==> src/rtl/im_boot_loader.sv <==
// im_boot_loader: writes an incoming word stream into instruction memory from
// address 0, reads the image back, and releases the CPU only when the readback
// sum matches the sum of the accepted words.
//
// Handshake: a stream word transfers on a rising edge where in_valid and
// in_ready are both 1. in_ready is 1 only in LOAD and does not depend on
// in_valid. in_data is ignored on all other edges.
module im_boot_loader #(
    parameter int ADDR_WIDTH = 14,
    parameter int DATA_WIDTH = 32,
    parameter int CNT_WIDTH  = 15
) (
    input  logic                  clk,
    input  logic                  rst,
    input  logic                  start,
    input  logic [CNT_WIDTH-1:0]  word_count,
    input  logic                  in_valid,
    input  logic [DATA_WIDTH-1:0] in_data,
    output logic                  in_ready,
    output logic                  sram_ceb,
    output logic                  sram_web,
    output logic [DATA_WIDTH-1:0] sram_bweb,
    output logic [ADDR_WIDTH-1:0] sram_a,
    output logic [DATA_WIDTH-1:0] sram_di,
    input  logic [DATA_WIDTH-1:0] sram_do,
    output logic                  cpu_hold,
    output logic                  busy,
    output logic                  done,
    output logic                  error,
    output logic [DATA_WIDTH-1:0] checksum,
    output logic [2:0]            dbg_state
);

    // Address counters carry one extra bit so a full 2^ADDR_WIDTH image
    // ends on the last address without wrapping.
    localparam int AW1 = ADDR_WIDTH + 1;

    typedef enum logic [2:0] {
        S_IDLE   = 3'd0,
        S_LOAD   = 3'd1,
        S_FLUSH  = 3'd2,
        S_VERIFY = 3'd3,
        S_CHECK  = 3'd4,
        S_DONE   = 3'd5,
        S_ERROR  = 3'd6
    } state_t;

    state_t                r_state;
    logic [CNT_WIDTH-1:0]  r_n;
    logic [AW1-1:0]        r_addr;
    logic [AW1-1:0]        r_raddr;
    logic [DATA_WIDTH-1:0] r_checksum;
    logic [DATA_WIDTH-1:0] r_rsum;
    logic                  r_rd_pend;
    logic                  r_sram_ceb;
    logic                  r_sram_web;
    logic [DATA_WIDTH-1:0] r_sram_bweb;
    logic [ADDR_WIDTH-1:0] r_sram_a;
    logic [DATA_WIDTH-1:0] r_sram_di;
    logic                  r_cpu_hold;
    logic                  r_busy;
    logic                  r_done;
    logic                  r_error;

    logic [CNT_WIDTH-1:0]  w_n_m1;
    logic                  w_last_beat;
    logic                  w_rd_all;
    logic [DATA_WIDTH-1:0] w_rsum_nxt;

    // Last-beat and all-reads-issued decodes; readback adds sram_do only on
    // the cycle after a read was on the port.
    assign w_n_m1      = r_n - CNT_WIDTH'(1);
    assign w_last_beat = (CNT_WIDTH'(r_addr) == w_n_m1);
    assign w_rd_all    = (CNT_WIDTH'(r_raddr) == r_n);
    assign w_rsum_nxt  = r_rsum + (r_rd_pend ? sram_do : '0);

    assign in_ready  = (r_state == S_LOAD);
    assign sram_ceb  = r_sram_ceb;
    assign sram_web  = r_sram_web;
    assign sram_bweb = r_sram_bweb;
    assign sram_a    = r_sram_a;
    assign sram_di   = r_sram_di;
    assign cpu_hold  = r_cpu_hold;
    assign busy      = r_busy;
    assign done      = r_done;
    assign error     = r_error;
    assign checksum  = r_checksum;
    assign dbg_state = r_state;

    // Loader FSM with registered SRAM port and status outputs.
    always_ff @(posedge clk or negedge rst) begin
        if (!rst) begin
            r_state     <= S_IDLE;
            r_n         <= '0;
            r_addr      <= '0;
            r_raddr     <= '0;
            r_checksum  <= '0;
            r_rsum      <= '0;
            r_rd_pend   <= 1'b0;
            r_sram_ceb  <= 1'b1;
            r_sram_web  <= 1'b1;
            r_sram_bweb <= '1;
            r_sram_a    <= '0;
            r_sram_di   <= '0;
            r_cpu_hold  <= 1'b1;
            r_busy      <= 1'b0;
            r_done      <= 1'b0;
            r_error     <= 1'b0;
        end else begin
            // Port idles unless a state below schedules an access.
            r_sram_ceb  <= 1'b1;
            r_sram_web  <= 1'b1;
            r_sram_bweb <= '1;
            r_sram_a    <= '0;
            r_sram_di   <= '0;
            // A read on the port this cycle returns data next cycle.
            r_rd_pend   <= ~r_sram_ceb & r_sram_web;
            case (r_state)
                S_IDLE: begin
                    if (start) begin
                        r_n        <= word_count;
                        r_addr     <= '0;
                        r_checksum <= '0;
                        r_rsum     <= '0;
                        if (word_count == '0) begin
                            r_state <= S_DONE;
                        end else begin
                            r_busy  <= 1'b1;
                            r_state <= S_LOAD;
                        end
                    end
                end
                S_LOAD: begin
                    if (in_valid) begin
                        r_sram_ceb  <= 1'b0;
                        r_sram_web  <= 1'b0;
                        r_sram_bweb <= '0;
                        r_sram_a    <= r_addr[ADDR_WIDTH-1:0];
                        r_sram_di   <= in_data;
                        r_checksum  <= r_checksum + in_data;
                        r_addr      <= r_addr + AW1'(1);
                        if (w_last_beat) begin
                            r_state <= S_FLUSH;
                        end
                    end
                end
                S_FLUSH: begin
                    // Address 0 is issued here so reads fill the N cycles
                    // of VERIFY; the counter restarts at the next address.
                    r_sram_ceb <= 1'b0;
                    r_sram_a   <= '0;
                    r_raddr    <= AW1'(1);
                    r_rsum     <= '0;
                    r_state    <= S_VERIFY;
                end
                S_VERIFY: begin
                    r_rsum <= w_rsum_nxt;
                    if (w_rd_all) begin
                        r_state <= S_CHECK;
                    end else begin
                        r_sram_ceb <= 1'b0;
                        r_sram_a   <= r_raddr[ADDR_WIDTH-1:0];
                        r_raddr    <= r_raddr + AW1'(1);
                    end
                end
                S_CHECK: begin
                    r_rsum  <= w_rsum_nxt;
                    r_state <= (w_rsum_nxt == r_checksum) ? S_DONE : S_ERROR;
                end
                S_DONE: begin
                    r_done     <= 1'b1;
                    r_busy     <= 1'b0;
                    r_cpu_hold <= 1'b0;
                end
                S_ERROR: begin
                    r_error    <= 1'b1;
                    r_busy     <= 1'b0;
                    r_cpu_hold <= 1'b1;
                end
                default: begin
                    r_state <= S_IDLE;
                end
            endcase
        end
    end

endmodule

==> config.mk <==
export PLATFORM = sky130hd
export DESIGN_NAME = im_boot_loader
export DESIGN_NICKNAME = d
export VERILOG_FILES = /design/src/rtl/im_boot_loader.sv
export SDC_FILE = /design/constraint.sdc
export NUM_CORES = 1
export LEC_CHECK = 0
export ABC_CLOCK_PERIOD_IN_PS = 5800
export BUFFER_PORTS_ARGS = -buffer_cell sky130_fd_sc_hd__buf_2
export CAP_MARGIN = 0
export CORE_MARGIN = 2
export CORE_UTILIZATION = 60
export CTS_CLUSTER_DIAMETER = 200
export CTS_CLUSTER_SIZE = 40
export DETAILED_ROUTE_END_ITERATION = 7
export GPL_ROUTABILITY_DRIVEN = 0
export GPL_TIMING_DRIVEN = 0
export HOLD_SLACK_MARGIN = 0.03
export PLACE_DENSITY = 0.84
export SETUP_SLACK_MARGIN = 0.3
export SYNTH_ARGS = -nofsm -noshare
export SYNTH_HDL_FRONTEND = slang
export SYNTH_SLANG_ARGS = --single-unit
==> constraint.sdc <==
create_clock -name clk -period 5.8 [get_ports clk]
set_input_delay 0 -clock clk [delete_from_list [all_inputs] [get_ports clk]]
set_output_delay 0 -clock clk [all_outputs]
set_load 0.05 [all_outputs]
==> results by stage <==
Outcome:
- The run finished with clean final reports.

Placed design:
- The sum of net half-perimeters after detailed placement is 26600 µm.
- OpenSTA, run right after detailed placement, puts the worst setup slack at 1.51 ns.
- The number of port buffers is 202.

Global route:
- The total track usage is 0.346.
- The final global-route overflow total is 0.
- The number of antenna violations at the first check in global routing is 0.
- The global-route wire length before repair is 58900 µm.
- The number of global-route vias before repair came to 11.5k.
- Entering global routing, the biggest net connects 99 pins.

Clocking:
- The clock net in this run drives a total of 165 sinks.
- The cell sitting at the root of the clock tree is a clkbuf_16.
- The clock-pin transition on the worst setup and hold timing paths is 0.07 ns.
- The buffers inserted during post-CTS setup optimization is 0.
- TritonCTS built the clock tree.
- TritonCTS created 17 clock buffers.
- The maximum buffer depth of the clock tree is 2.
- The clock network latency to the later pin of the worst-skew pair is 0.44 ns.
- In this run the number of H-tree levels came out at 4.

Worst setup path:
- The slowest cell on the critical path is o21ai_0.
- The startpoint identified for the worst register-to-register timing path is r_rd_pend$_DFF_PN0_.
- The critical path goes through clkbuf_1 -> nand2_1 -> inv_1 -> ha_1 -> a211oi_1 -> o21ai_1 -> a211oi_1 -> nor2_1 -> o21ai_0 -> nor3_1 -> a2111oi_4 -> nand4b_1 -> and4bb_1 -> a21o_1.
- The delay of the slowest cell on the worst path is 0.65 ns.
- The worst setup path is of the reg2reg kind.
- The worst setup path is launched from a flop.
- The highest net fanout along the worst path is 10.
- The setup slack on the worst flop-to-flop path is 1.24 ns.
- For the worst flop-to-flop path, the logic depth is 14.
- STA classifies the critical path endpoint as a flop.
- The critical path required time is 6.18 ns.
- The arrival time reported for the critical path endpoint is 4.94 ns.
- In this run the critical register-to-register path is captured at dbg_state[0]$_DFFE_PN0P_.
- The combined buffer and inverter count along the critical path is 2.
- The gate family responsible for the most delay along the worst path is compound AO/OA/AOI/OAI gates.
- The library cell appearing most often on the critical path is a211oi_1.

STA:
- The clock tree skew after final layout is 0.0107 ns.
- The slew at the pin closest to its max-slew limit is 1.22 ns.
- Setup violations remaining at the end of the flow were counted as 0.
- The total count of max-transition violations in the final report is 0.
- Setup repair after global routing left no endpoint under its margin.
- The final-layout worst hold slack is 0.0593 ns.
- The maximum frequency from static timing analysis is 0.219 GHz.
- The count of final hold-check violations is 0.
- The share of the cycle needed by the critical path after routing is 0.787.
- The worst path in the final design needs a cycle of 4.56 ns, including I/O delays and setup.
- Summed over all failing endpoints, the final setup total negative slack is 0 ns.
- Setup slack on the critical path of the routed design comes to 1.24 ns.
- The worst slew margin relative to its limit is 0.178.

Floorplanning:
- For this configuration, the core starts out at a cell density of 0.615.
- From bottom edge to top edge, the die measures 145 µm.
- Measured along the x axis, the die boundary spans 145 µm.
- The total I/O pin count is 203.
- The row count is 51.
- The die covers 0.0212 mm².
- The core outline area is 0.0195 mm².

Synthesis:
- Of all flip-flops after synthesis, the portion carrying an async set or reset was 1.00.
- The count of warnings emitted by yosys is 0.
- The sequential fraction of the synthesis area is 0.344.
- The count of flip-flops with a built-in enable after synthesis is 0.
- Among all flip-flop cells after synthesis, the most frequent one is dfrtp_1.
- The cell count after synthesis came out at 1363.
- The number of library cell types mapped by synthesis is 88.
- A synthesized cell averages 8.81 µm².
- The synthesized netlist occupies a cell area of 0.0120 mm².
- The post-synthesis sequential element count is 165.
- Synthesis produced a netlist with a net count of 1513.

Min path:
- The worst hold path begins at start.
- The worst-case hold path end point is dbg_state[0]$_DFFE_PN0P_.
- In this run the worst hold path is classified as in2reg.
- The number of cells traversed by the worst hold path is 4.

Power:
- VDD sags by at most 0.000220 V.
- Of the total power, registers draw 0.264.
- In this run the power density over the cells is 353 mW/mm².
- For this design the static power due to leakage is 6.76 nW.
- The internal portion of the total power is 3.06 mW.
- The power dissipated by switching net loads is 2.06 mW.
- The power share of the combinational group is 0.487.
- Of the total power, the clock network draws 0.249.
- Of the total power, the share spent switching nets is 0.402.

Routing:
- For this block, the initial DRC count from the detailed router was 1202.
- After detailed routing, the number of remaining DRC violations is 0.
- The pre-antenna-repair detailed-routing pass consisted of 5 iterations.
- In the final routed layout, each cell accounts on average for 19.2 µm.
- Dividing the detail-routed via count by the number of cells gives 6.16.
- The number of nets with antenna violations after routing is 0.
- The detailed router placed 11.8k vias in this run.
- After detailed routing, the total wire length is 36700 µm.

Finish:
- The most common cell after layout, fill and taps aside is buf_2.
- The number of nets in the finished design is 1784.
- 0 antenna diodes ended up in the layout.
- Leaving out fill and tap cells, the most frequent cells in the layout are 211 x buf_2, 162 x dfrtp_1, 137 x nand2_1.
- The footprint of the multi-input gates is 0.00722 mm².
- The layout filler cell count is 1440.
- The ratio of cells with drive above 1 in the final layout is 0.192.
- From synthesis to final layout, the design area changed by 21.0%.
- The area taken by flip-flops and latches is 0.00413 mm².

Run:
- The number of max-capacitance violations reported is 0.
## routing by layer
metal,vias to the layer above,routed length [µm],GRT usage
li1,5410,-,-
met1,5548,14900,0.458
met2,701,16600,0.546
met3,111,3730,0.0828
met4,0,1420,0.146
met5,-,0,0
## kinds of logic (layout without fill, tap and decap cells)
group	Yosys count	count (layout)	synth area share
adder cells (fa/ha/maj)	67	67	0.0711
AO/OA/AOI/OAI	375	375	0.209
buffers and inverters	138	422	0.0542
multiplexers	26	26	0.0232
AND/OR/NAND/NOR	473	473	0.199
flip-flops	165	165	0.344
XOR/XNOR	119	119	0.0986
## through the flow
step | instances | area, µm² | utilization | power, mW
after floorplan | 1363 | 12000 | - | 3.21
after global routing | 1912 | 14500 | 0.744 | 5.41
after global placement | 1830 | 13300 | 0.684 | 3.66
final | 1912 | 14500 | 0.744 | 5.12
after detailed placement | 1831 | 13400 | 0.685 | 3.74
after CTS | 1912 | 14500 | 0.744 | 5.05
## flip-flops by register name (all words and copies together) (netlist names)
| name | cells |
|---|---|
| r_n | 15 |
| cpu_hold | 1 |
| done | 1 |
| error | 1 |
| r_rd_pend | 1 |
| sram_ceb | 1 |
| dbg_state | 3 |
| sram_di | 32 |
| sram_a | 14 |
| r_raddr | 15 |
| busy | 1 |
| r_rsum | 32 |
| checksum | 32 |
| r_addr | 15 |
| sram_bweb | 1 |
## layout make-up
cell class              instances  area share
multi-input cells            1060       0.497
flip-flops and latches        165       0.284
repair buffers                252       0.106
plain buffers                 100      0.0350
clock buffers                  19      0.0305
well taps                     265      0.0228
clock inverters                13      0.0144
inverters                      38     0.00982
## power by group through the flow
stage / Combinational (mW) / Clock [mW] / Sequential [mW]
after detailed placement: 2.37 / 0 / 1.37
after floorplan: 1.86 / 0 / 1.35
after CTS: 2.43 / 1.27 / 1.35
after global routing: 2.72 / 1.32 / 1.37
final: 2.49 / 1.27 / 1.35
after global placement: 2.30 / 0 / 1.37
## cells in the mapped netlist (all sizes together) (4+ instances only)
cell type  count  area, µm²
and3          15       95.1
a21o          20        150
nor4           7       43.8
and2          77        483
o21a          15        113
nor3          23        115
a211o          4       35.0
clkbuf        52        195
mux2i         11        110
o21bai         9       67.6
and4           4       35.0
nand3b         6       45.0
mux2          15        169
nand4         26        163
a311oi         5       50.0
a31oi          8       50.1
o22ai         10       62.6
nand2b        15       93.8
ha            65        813
nand2        137        514
inv           37        139
nand3         31        155
a2111oi       10        151
xor2          47        412
a22o          24        210
o2111ai        5       43.8
xnor3          7        158
o31ai          7       52.6
xnor2         62        543
dfrtp        162       4050
nor2b         12       75.1
o311ai         4       35.0
a21oi         85        425
o211ai         8       60.1
buf           48        313
a211oi        12       95.1
or3           11       68.8
nor2          87        327
o21ai        116        584
or2            9       56.3
## worst max-delay path by stage
stage | startpoint | endpoint | slack (ns) | depth (start not counted)
after global placement | r_rd_pend$_DFF_PN0_ | dbg_state[1]$_DFFE_PN0P_ | 1.55 | 14
after detailed placement | r_rd_pend$_DFF_PN0_ | dbg_state[1]$_DFFE_PN0P_ | 1.51 | 14
after global routing | r_rd_pend$_DFF_PN0_ | dbg_state[0]$_DFFE_PN0P_ | 1.10 | 13
final | r_rd_pend$_DFF_PN0_ | dbg_state[0]$_DFFE_PN0P_ | 1.24 | 14
after CTS | r_rd_pend$_DFF_PN0_ | dbg_state[0]$_DFFE_PN0P_ | 1.42 | 14
after floorplan | r_rd_pend$_DFF_PN0_ | dbg_state[0]$_DFFE_PN0P_ | 2.46 | 13
## timing repair
action                    in CTS  in global routing
hold buffers                  49                  0
hold endpoints to repair     116                  0
resized for setup              0                  0
## tightest hold or removal path, stage by stage
cell    delay (ns)
buf_2         0.12
nor2_1        0.06
nor3_1        0.14
a21o_1        0.14
No activity file was read; power rests on OpenSTA's default activity.
